$ cat src/rtl/nios_system_sysid_pkg.sv
// Shared definitions for the sysid check block: FSM encoding, sysid word
// addresses and the registered Avalon-MM command bundle.
package nios_system_sysid_pkg;

    typedef enum logic [2:0] {
        IDLE,
        REQ_ID,
        RSP_ID,
        REQ_TS,
        RSP_TS,
        FIN
    } state_t;

    localparam logic ID_ADDR = 1'b0;
    localparam logic TS_ADDR = 1'b1;

    typedef struct packed {
        logic read;
        logic address;
    } avm_cmd_t;

    function automatic logic is_access(input state_t s);
        return (s == REQ_ID) || (s == RSP_ID) || (s == REQ_TS) || (s == RSP_TS);
    endfunction

endpackage

$ cat src/rtl/nios_system_sysid_phase_timer.sv
// Per-phase cycle counter; expired flags the TIMEOUT_CYCLES-th cycle of a phase.
module nios_system_sysid_phase_timer #(
    parameter int unsigned TIMEOUT_CYCLES = 255
) (
    input  logic clock,
    input  logic reset_n,
    input  logic clear,
    input  logic enable,
    output logic expired
);

    localparam logic [15:0] LAST = 16'(TIMEOUT_CYCLES - 1);

    logic [15:0] count;
    logic [15:0] base;

    // clear arrives in the first cycle of a new state, so the stale count is
    // masked here rather than a cycle late.
    assign base    = clear ? 16'd0 : count;
    assign expired = enable && (base == LAST);

    always_ff @(posedge clock) begin
        if (!reset_n) begin
            count <= 16'd0;
        end else begin
            count <= base + {15'd0, enable};
        end
    end

endmodule

$ cat src/rtl/nios_system_sysid_check.sv
// Reads the sysid slave (ID at word 0, timestamp at word 1) and compares both
// words against the values expected for this build, with a per-phase timeout.
module nios_system_sysid_check
    import nios_system_sysid_pkg::*;
#(
    parameter logic [31:0] EXPECTED_ID    = 32'd0,
    parameter logic [31:0] EXPECTED_TS    = 32'd1449275721,
    parameter int unsigned TIMEOUT_CYCLES = 255
) (
    input  logic        clock,
    input  logic        reset_n,
    input  logic        start,
    output logic        avm_address,
    output logic        avm_read,
    input  logic        avm_waitrequest,
    input  logic [31:0] avm_readdata,
    input  logic        avm_readdatavalid,
    output logic        busy,
    output logic        done,
    output logic        id_ok,
    output logic        ts_ok,
    output logic        timeout,
    output logic [31:0] id_value,
    output logic [31:0] ts_value
);

    state_t   state;
    avm_cmd_t cmd;
    logic     phase_new;
    logic     expired;
    logic     in_phase;
    logic     is_req;
    logic     is_id;
    logic     capture;
    logic     accept_only;
    logic     abort;

    assign avm_read    = cmd.read;
    assign avm_address = cmd.address;

    assign in_phase = is_access(state);
    assign is_req   = (state == REQ_ID) || (state == REQ_TS);
    assign is_id    = (state == REQ_ID) || (state == RSP_ID);
    // A zero-latency slave returns data in the acceptance cycle itself.
    assign capture     = in_phase && avm_readdatavalid && (!is_req || !avm_waitrequest);
    assign accept_only = is_req && !avm_waitrequest && !avm_readdatavalid;
    assign abort       = in_phase && expired && !capture && !accept_only;

    nios_system_sysid_phase_timer #(
        .TIMEOUT_CYCLES(TIMEOUT_CYCLES)
    ) u_phase_timer (
        .clock   (clock),
        .reset_n (reset_n),
        .clear   (phase_new),
        .enable  (in_phase),
        .expired (expired)
    );

    always_ff @(posedge clock) begin
        if (!reset_n) begin
            state     <= IDLE;
            cmd       <= '0;
            busy      <= 1'b0;
            done      <= 1'b0;
            id_ok     <= 1'b0;
            ts_ok     <= 1'b0;
            timeout   <= 1'b0;
            id_value  <= 32'd0;
            ts_value  <= 32'd0;
            phase_new <= 1'b0;
        end else begin
            done      <= 1'b0;
            phase_new <= 1'b0;
            case (state)
                IDLE: begin
                    if (start) begin
                        id_ok     <= 1'b0;
                        ts_ok     <= 1'b0;
                        timeout   <= 1'b0;
                        cmd       <= '{read: 1'b1, address: ID_ADDR};
                        busy      <= 1'b1;
                        state     <= REQ_ID;
                        phase_new <= 1'b1;
                    end
                end
                REQ_ID, RSP_ID, REQ_TS, RSP_TS: begin
                    if (capture) begin
                        phase_new <= 1'b1;
                        if (is_id) begin
                            id_value <= avm_readdata;
                            cmd      <= '{read: 1'b1, address: TS_ADDR};
                            state    <= REQ_TS;
                        end else begin
                            ts_value <= avm_readdata;
                            cmd.read <= 1'b0;
                            state    <= FIN;
                        end
                    end else if (accept_only) begin
                        phase_new <= 1'b1;
                        cmd.read  <= 1'b0;
                        state     <= is_id ? RSP_ID : RSP_TS;
                    end else if (abort) begin
                        phase_new <= 1'b1;
                        timeout   <= 1'b1;
                        cmd.read  <= 1'b0;
                        state     <= FIN;
                    end
                end
                FIN: begin
                    // A timed-out check leaves both ok flags cleared.
                    if (!timeout) begin
                        id_ok <= (id_value == EXPECTED_ID);
                        ts_ok <= (ts_value == EXPECTED_TS);
                    end
                    done      <= 1'b1;
                    busy      <= 1'b0;
                    state     <= IDLE;
                    phase_new <= 1'b1;
                end
                default: begin
                    cmd   <= '0;
                    busy  <= 1'b0;
                    state <= IDLE;
                end
            endcase
        end
    end

endmodule

$ cat config.mk
export PLATFORM = sky130hd
export DESIGN_NAME = nios_system_sysid_check
export DESIGN_NICKNAME = d
export VERILOG_FILES = /design/src/rtl/nios_system_sysid_pkg.sv /design/src/rtl/nios_system_sysid_phase_timer.sv /design/src/rtl/nios_system_sysid_check.sv
export SDC_FILE = /design/constraint.sdc
export NUM_CORES = 1
export LEC_CHECK = 0
export BUFFER_PORTS_ARGS = -buffer_cell sky130_fd_sc_hd__buf_2
export CELL_PAD_IN_SITES_DETAIL_PLACEMENT = 0
export CELL_PAD_IN_SITES_GLOBAL_PLACEMENT = 1
export CORE_MARGIN = 3
export CORE_UTILIZATION = 35
export CTS_CLUSTER_SIZE = 40
export DETAILED_ROUTE_END_ITERATION = 8
export PLACE_DENSITY_LB_ADDON = 0.1
export SLEW_MARGIN = 20
export SYNTH_ARGS = -nofsm -noshare
export SYNTH_HDL_FRONTEND = slang
export SYNTH_SLANG_ARGS = --single-unit
$ cat constraint.sdc
create_clock -name clock -period 3 [get_ports clock]
set_input_delay 0.3 -clock clock [delete_from_list [all_inputs] [get_ports clock]]
set_output_delay 0.3 -clock clock [all_outputs]
set_load 0.01 [all_outputs]
# Word-level counts from Yosys, hierarchy flattened
# Cells that the tools add are included.
dict set report totals {
  regBits 91
  latchBits 0
  ramBits 0
  mem_bits_ro 0
  in_bits 37
  wordCells 95
  memories 0
}
dict set report op_classes {
  add_sub_neg 1
  mul 0
  n_div 0
  order_cmp 0
  eq_ne 15
  n_shift 0
  mux 33
  bitwise 3
  n_reduce_logical 31
}
# op count
set op_table {}
lappend op_table {{32-bit by 31-bit == test with 1-bit output (second input constant)} 1}
lappend op_table {{32-bit zero test} 1}
lappend op_table {{1-bit 2-to-1 mux} 18}
lappend op_table {{3-bit 2-to-1 mux} 6}
lappend op_table {{16-bit by 1-bit adder with 16-bit output} 1}
lappend op_table {{16-bit by 8-bit == test with 1-bit output (second input constant)} 1}
lappend op_table {{16-bit 2-to-1 mux} 1}
lappend op_table {{2-bit inequality test (second input constant)} 7}
lappend op_table {{3-bit AND reduction} 4}
lappend op_table {{1-bit logical AND} 8}
lappend op_table {{1-bit one-hot mux with 2 select lines} 4}
lappend op_table {{3-bit by 2-bit == test with 1-bit output (second input constant)} 2}
lappend op_table {{3-bit == test (second input constant)} 2}
lappend op_table {{2-bit one-hot mux with 3 select lines} 1}
lappend op_table {{3-bit one-hot mux with 2 select lines} 1}
lappend op_table {{1-bit zero test} 5}
lappend op_table {{1-bit logical OR} 5}
lappend op_table {{5-bit AND reduction} 1}
lappend op_table {{4-bit inequality test (second input constant)} 1}
lappend op_table {{2-bit AND reduction} 2}
lappend op_table {{4-bit AND reduction} 1}
lappend op_table {{2-bit nonzero test} 2}
lappend op_table {{4-bit OR reduction} 1}
lappend op_table {{3-bit by 1-bit == test with 1-bit output (second input constant)} 1}
lappend op_table {{4 further kinds} 6}

# Logic depth before layout (Yosys ltp)
# Gate-level depths: netlist of the first run.
dict set report logic_depth {
  ltp_word 13
  depth_mapped 9
  ltp_nobuf 8
}

# Hierarchy
# Synthesis of the first run repeated with hierarchy kept, for this count alone.
dict set report unflattened {
  cells_unflattened 401
  hier_area_um2 4078.9
}
# mod instances cells_each area_per_inst_um2
set modules_own_cells {}
lappend modules_own_cells {nios_system_sysid_check 1 315 3288.2}
lappend modules_own_cells {nios_system_sysid_phase_timer 1 86 790.8}

# Worst setup path after synthesis of the first run
# No wires, ideal clock.
dict set report synth_timing {
  kind {register to register}
  from {register state[2]}
  to {register u_phase_timer.count[10]}
  arrival_ns 2.357
  t_required_ns 2.929
  slack_ns 0.572
  stages_incl_launch_ff 10
  path_buffers 2
  synth_period_minus_slack_ns 2.428
  path_cell_list {dfxtp_1 -> buf_2 -> buf_2 -> xnor2_1 -> ha_1 -> ha_1 -> nand4b_1 -> or4_1 -> or3_1 -> a21oi_1}
}
dict set report synth_between {
  elab_chain_len 5
  word_cells_on_any_way 8
  cone_classes {1 x add/sub; 4 x eq/ne; 3 x reduce/logical}
}
# element line
set synth_lines {}
lappend synth_lines {{from (decl)} nios_system_sysid_check.sv:27} ;# state_t state;
lappend synth_lines {{from (signal assigned)} nios_system_sysid_check.sv:101} ;# state <= is_id ? RSP_ID : RSP_TS;
lappend synth_lines {{3-bit by 1-bit == test with 1-bit output or 3-bit by 2-bit == test with 1-bit output (tied branches)} nios_system_sysid_pkg.sv:23} ;# return (s == REQ_ID) || (s == RSP_ID) || (s == REQ_TS) || (s == RSP_TS);
lappend synth_lines {{1-bit logical OR (2 in a row)} nios_system_sysid_pkg.sv:23}
lappend synth_lines {{1-bit logical OR *} nios_system_sysid_pkg.sv:23}
lappend synth_lines {{16-bit by 1-bit adder with 16-bit output *} nios_system_sysid_phase_timer.sv:26} ;# count <= base + {15'd0, enable};
lappend synth_lines {{to (signal assigned)} nios_system_sysid_phase_timer.sv:26}
lappend synth_lines {{to (decl)} nios_system_sysid_phase_timer.sv:14} ;# logic [15:0] count;
# Every way passes the cells marked *; elsewhere a longest branch is shown, timed or not.
# A chain may end at the register's enable or synchronous reset.

# Worst setup path after layout of the first run
dict set report layout_timing {
  from {register state[0]}
  to {register u_phase_timer.count[14]}
}
# Same word-level chain as after synthesis.

==> metrics.txt, run 1 <==
status=completed; CP max-delay cell=or4_1; Slew headroom=0.620; number of port buffers=107; routability cong.=0.889; Syn Inst Count=441; commonest cells after routing, fill and taps aside=buf_2, dfxtp_1, nand2_1; first-pass GRT wire length=17,000 µm; CTS Buffer Depth=2; io pins=roughly 110; Startpoint Class=register; postcts setup bufs=0; setup ws final=435 ps; largest net degree at the start of global routing=66; CTS buffer count=9; CTS Hold Bufs=0; PwrDens=703 mW/mm²; Slew Limit Fails=0; worst path bufs/invs=0; Mean Syn Cell Area=8.68 µm²; crit path capture type=register; First-pass DRT Iterations=4; clk slew on worst S/H paths=90 ps; critical path, cell by cell=nor2_1, xnor2_1, ha_1, ha_1, nand4b_1, or4_1, or3_1, a21oi_1; min Tclk post-route=2560 ps; Die Y=~110 µm; fmax=390 MHz; Detail Route Antenna Nets=0; drt initial violations=163; hold slack final=195 ps; post-synthesis sequential area ratio=0.476; routed vias=3,402; nets=between 500 and 600; Post-synth EDFFs=0; Final TNS setup=0 ps; Worst Setup Path Type=reg2reg; Post-Place Setup Slack=466 ps; Period Utilization, post-route=0.855; # diodes=0; critical path's largest stage delay=540 ps; Slew @ Worst Pin=565 ps; initial core utilization=0.366; row cnt=37; Crit path top cell by count=ha_1; Final Hold Viols=0; YS warnings=0; Tot Pwr=0.00329 W; layout cells sized above 1=0.246; top_reg_cell synth=dfxtp_1; Via density=5.00; Arr. time, crit path=2840 ps; synth-to-layout area growth=22.5%; Seq cells post-synth=91; Post-CTS Resized=0; CTS H-tree depth=3; Synth cell types=52; root buffer cell=clkbuf_8; Tot GR Track Use=0.169; Die W=111 µm; unrepaired setup endpoints after global routing=false; Max Fanout on Critical Path=6; vias in the first global route=3,295; syn nets=between 400 and 500; die area=0.0122 mm²; hold crit path type=in2reg; Worst-Skew Late Latency=between 300 and 400 ps; DRC Markers=0; Wirelength per Cell=roughly 15 µm; Clock Skew=4.75 ps; grt total ovfl=0; Final setup viols=0; Critical Path RT=~3300 ps; Max VDD drop=0.220 mV; Post-Syn Area=0.00383 mm²; Finished Core Util=0.448; Pleak=about 2.1 nW; HPWL Detailed=7470 µm; routed wire length=approximately 10,000 µm; max cap viols=0; Async S/R FF share, synth=0; initial antenna violation count=0; CTS tree=built; critical path's top delay family=simple AND/OR/NAND/NOR gates; clock sink total=91; core area=0.0105 mm²; commonest non-fill, non-tap cell in the layout=buf_2
Yosys cell counts, types with 8 or more instances:
master / n / area share
a21oi_1: 43 / 0.056
buf_2: 8 / 0.010
clkbuf_1: 15 / 0.015
dfxtp_1: 91 / 0.48
mux2i_1: 32 / 0.084
nand2_1: 73 / 0.072
nor2_1: 46 / 0.045
nor2b_1: 9 / 0.015
nor4_1: 11 / 0.018
o21ai_0: 12 / 0.016
or3_1: 10 / 0.016
layer usage:
metal  global-route usage  vias to the layer above  part of all wire
li1                     -                     1731                 -
met1                0.221                     1579              0.46
met2                0.271                       81              0.46
met3               0.0499                       11             0.058
met4               0.0452                        0             0.013
met5                    0                        -                 0
stage by stage:
stage               std cells  area (µm²)
floorplan                 441        3830
global placement          664        4500
detailed placement        664        4500
CTS                       680        4690
global route              680        4690
finish                    680        4690
power breakdown:
part	switching [W]	internal, W	total, W
registers	0.000114	0.00135	0.00147
clock network	0.000423	0.000384	0.000807
logic	0.000578	0.000443	0.00102
total	0.00112	0.00218	0.00329
logic make-up after synthesis:
| group | share of synthesized area |
|---|---|
| buffers and inverters | 0.0373 |
| xor gates and xnor gates | 0.0183 |
| DFF | 0.476 |
| muxes | 0.0837 |
| adders and majority gates | 0.00654 |
| AOI/OAI and AO/OA | 0.116 |
| and+or+nand+nor | 0.262 |
registers in the layout, indices dropped and copies added (netlist names):
name / cells
state: 3
timeout: 1
u_phase_timer.count: 16
id_ok: 1
done: 1
ts_ok: 1
busy: 1
id_value: 32
avm_address: 1
phase_new: 1
avm_read: 1
ts_value: 32
layout make-up:
| type | instances | area [µm²] |
|---|---|---|
| Inverter | 5 | 18.8 |
| Sequential cell | 91 | 1820 |
| Tap cell | 136 | 170 |
| Clock buffer | 11 | 131 |
| Clock inverter | 5 | 53.8 |
| Multi-Input combinational cell | 318 | 1880 |
| Timing Repair Buffer | 114 | 613 |
| Fill cell | 1121 | 5780 |
path summary, 6_finish.rpt:
kind                                                           end  cells past startpoint                      from  slack [ps]
worst min register to register            id_value[6]$_SDFFE_PN0P_                      2  id_value[6]$_SDFFE_PN0P_         480
worst min-delay path                     id_value[18]$_SDFFE_PN0P_                      3          avm_readdata[18]         200
worst max register to register  u_phase_timer.count[14]$_SDFF_PN0_                      8     state[0]$_SDFFE_PN0P_         440
worst max-delay path            u_phase_timer.count[14]$_SDFF_PN0_                      8     state[0]$_SDFFE_PN0P_         440
worst register-to-register path, cell delays in order, from the launching register on:
cell,delay (ps)
dfxtp_1,320
nor2_1,320
xnor2_1,200
ha_1,210
ha_1,190
nand4b_1,220
or4_1,540
or3_1,370
a21oi_1,140
Note: power is estimated with default switching activity, not from simulation.
==> inputs of run 2 (changes only) <==
--- a/config.mk
+++ b/config.mk
@@ -12,7 +12,7 @@
 export CORE_UTILIZATION = 35
 export CTS_CLUSTER_SIZE = 40
 export DETAILED_ROUTE_END_ITERATION = 8
-export PLACE_DENSITY_LB_ADDON = 0.1
+export PLACE_DENSITY_LB_ADDON = 0.05
 export SLEW_MARGIN = 20
 export SYNTH_ARGS = -nofsm -noshare
 export SYNTH_HDL_FRONTEND = slang
==> constraint.sdc (replaced) <==
create_clock -name clock -period 3 [get_ports clock]
set_input_delay 0.15 -clock clock [delete_from_list [all_inputs] [get_ports clock]]
set_output_delay 0.15 -clock clock [all_outputs]
set_load 0.01 [all_outputs]
==> run 2 against run 1 <==
  * Clock skew up 5.7 ps
  * Critical endpoint is now u_phase_timer.count[12]$_SDFF_PN0_
  * Design area increased by 0.59%
  * Combinational power barely moved
  * Die area did not move
  * Wire length increased by 0.97%
  * Highest routed layer unchanged
  * Critical path type unchanged
  * Sequential cell count unchanged
  * Core utilization rose by 0.26 points
  * Sequential power is essentially flat
  * Worst hold slack lost 170 ps
==> metrics.txt, run 2 (synthesis gave the netlist of run 1 again) <==
post-placement cell area=0.00450 mm² (-0.11%); die area=0.0122 mm² (unchanged); Max VDD drop=0.328 mV (+49%); DRC Markers=0 (unchanged); dpl cells=665 (+0.15%); Post-CTS Resized=0 (unchanged); routed wire length=10,600 µm (+0.97%); routed vias=3,513 (+3.3%); # diodes=0 (unchanged); core area=0.0105 mm² (unchanged); Final Hold Viols=0 (unchanged); Crit Reg-Reg Startpoint=state[0]$_SDFFE_PN0P_; Via density=5.15 (+3.0%); CTS buffer count=9 (unchanged); CTS tree=built; hold crit path type=in2reg; top flop regs=id_value x32, ts_value x32, u_phase_timer.count x16; row cnt=37 (unchanged); first-pass GRT wire length=17,100 µm (+0.53%); Startpoint Class=register; Final TNS setup=0 ps (unchanged); initial core utilization=0.366 (unchanged); First-pass DRT Iterations=4 (unchanged); unrepaired setup endpoints after global routing=false; Detail Route Antenna Nets=0 (unchanged); root buffer cell=clkbuf_8; postcts setup bufs=0 (unchanged); Clock Skew=10.4 ps (+5.69 ps); Worst-Skew Late Latency=360 ps (about the same); crit path capture type=register; initial antenna violation count=0 (unchanged); design area=0.00471 mm² (+0.59%); Period Utilization, post-route=0.852 (-0.00320); Max Fanout on Critical Path=6 (unchanged); Final setup viols=0 (unchanged); hold path startpoint=avm_readdata[30]; number of port buffers=107 (unchanged); Worst Setup Path Type=reg2reg; r2r worst-path depth=8 (unchanged); r2r setup slk=440 ps (about the same); vias in the first global route=3,346 (+1.5%); Slew @ Worst Pin=644 ps (+79.1 ps); hold worst-path end=id_value[30]$_SDFFE_PN0P_; Slew headroom=0.567 (-0.0532); RR Endpoint=u_phase_timer.count[12]$_SDFF_PN0_; Critical Path RT=3280 ps (about the same); nets=580 (+0.35%); Non-Filler Instances=682 (+0.29%); commonest non-fill, non-tap cell in the layout=buf_2; Arr. time, crit path=2840 ps (about the same); layout cells sized above 1=0.251 (+0.00459); min Tclk post-route=2560 ps (-9.59 ps); io pins=108 (unchanged); clock sink total=91 (unchanged); max cap viols=0 (unchanged); synth-to-layout area growth=23.2%; Pleak=2.15 nW (+0.79%); Die Y=111 µm (unchanged); CTS Buffer Depth=2 (unchanged); PwrDens=715 mW/mm² (+1.7%); grt total ovfl=0 (unchanged); Die W=111 µm (unchanged); clk slew on worst S/H paths=100 ps (about the same); Slew Limit Fails=0 (unchanged); drt initial violations=186 (+14%); routability cong.=0.899 (+1.0%); worst hold stages=3 (unchanged); HPWL Detailed=7410 µm (-0.76%); largest net degree at the start of global routing=59 (-11%); fmax=391 MHz (+0.38%); CTS Hold Bufs=1 (+1); Wirelength per Cell=15.5 µm (+0.67%); status=completed; Tot GR Track Use=0.172 (+0.00292); CTS H-tree depth=3 (unchanged); commonest cells after routing, fill and taps aside=buf_2, dfxtp_1, nand2_1
## run 2: routing by layer
layer  vias to the layer above  wire (µm)  track usage
met4                         0        121       0.0476
met1                      1659       4680        0.209
met3                        13        693       0.0592
met5                         -          0            0
met2                        96       5060        0.288
li1                       1745          -            -
## run 2: final cells by class
class	instances	area, µm²
tap	136	170
sequential	91	1820
inverter	5	18.8
clock inverter	6	70.1
timing repair buffer	116	618
clock buffer	10	138
multi-input combinational	318	1880
fill	1091	5750
## run 2: worst max path at each step
| stage | start | end | depth (start not counted) |
|---|---|---|---|
| after detailed placement | state[0]$_SDFFE_PN0P_ | u_phase_timer.count[14]$_SDFF_PN0_ | 8 |
| after global routing | state[1]$_SDFFE_PN0P_ | u_phase_timer.count[14]$_SDFF_PN0_ | 8 |
| after CTS | state[0]$_SDFFE_PN0P_ | u_phase_timer.count[14]$_SDFF_PN0_ | 8 |
| after global placement | state[0]$_SDFFE_PN0P_ | u_phase_timer.count[12]$_SDFF_PN0_ | 8 |
| final | state[0]$_SDFFE_PN0P_ | u_phase_timer.count[12]$_SDFF_PN0_ | 8 |
| after floorplan | state[2]$_SDFFE_PN0P_ | u_phase_timer.count[10]$_SDFF_PN0_ | 9 |
## run 2: power by group
group          internal, W  switching, W
sequential         0.00135     0.0000968
clock             0.000417      0.000457
combinational     0.000443      0.000604
total              0.00221       0.00116
## run 2: worst max-delay path, cell delays in order (launching register included)
cell	delay [ps]
dfxtp_1	320
nor2_1	320
xnor2_1	210
ha_1	210
ha_1	190
nand4b_1	200
or4_1	530
or3_1	370
a21oi_1	140
## run 2: through the flow
stage          total power, W  utilization  setup slack [ps]  hold WS, ps
2_1_floorplan         0.00218            -               572          268
3_3_place_gp          0.00253        0.430               558          399
3_5_place_dp          0.00253        0.430               481          402
4_1_cts               0.00341        0.451               462         1.53
5_1_grt               0.00358        0.451               258         6.45
6_report              0.00337        0.451               445         27.9
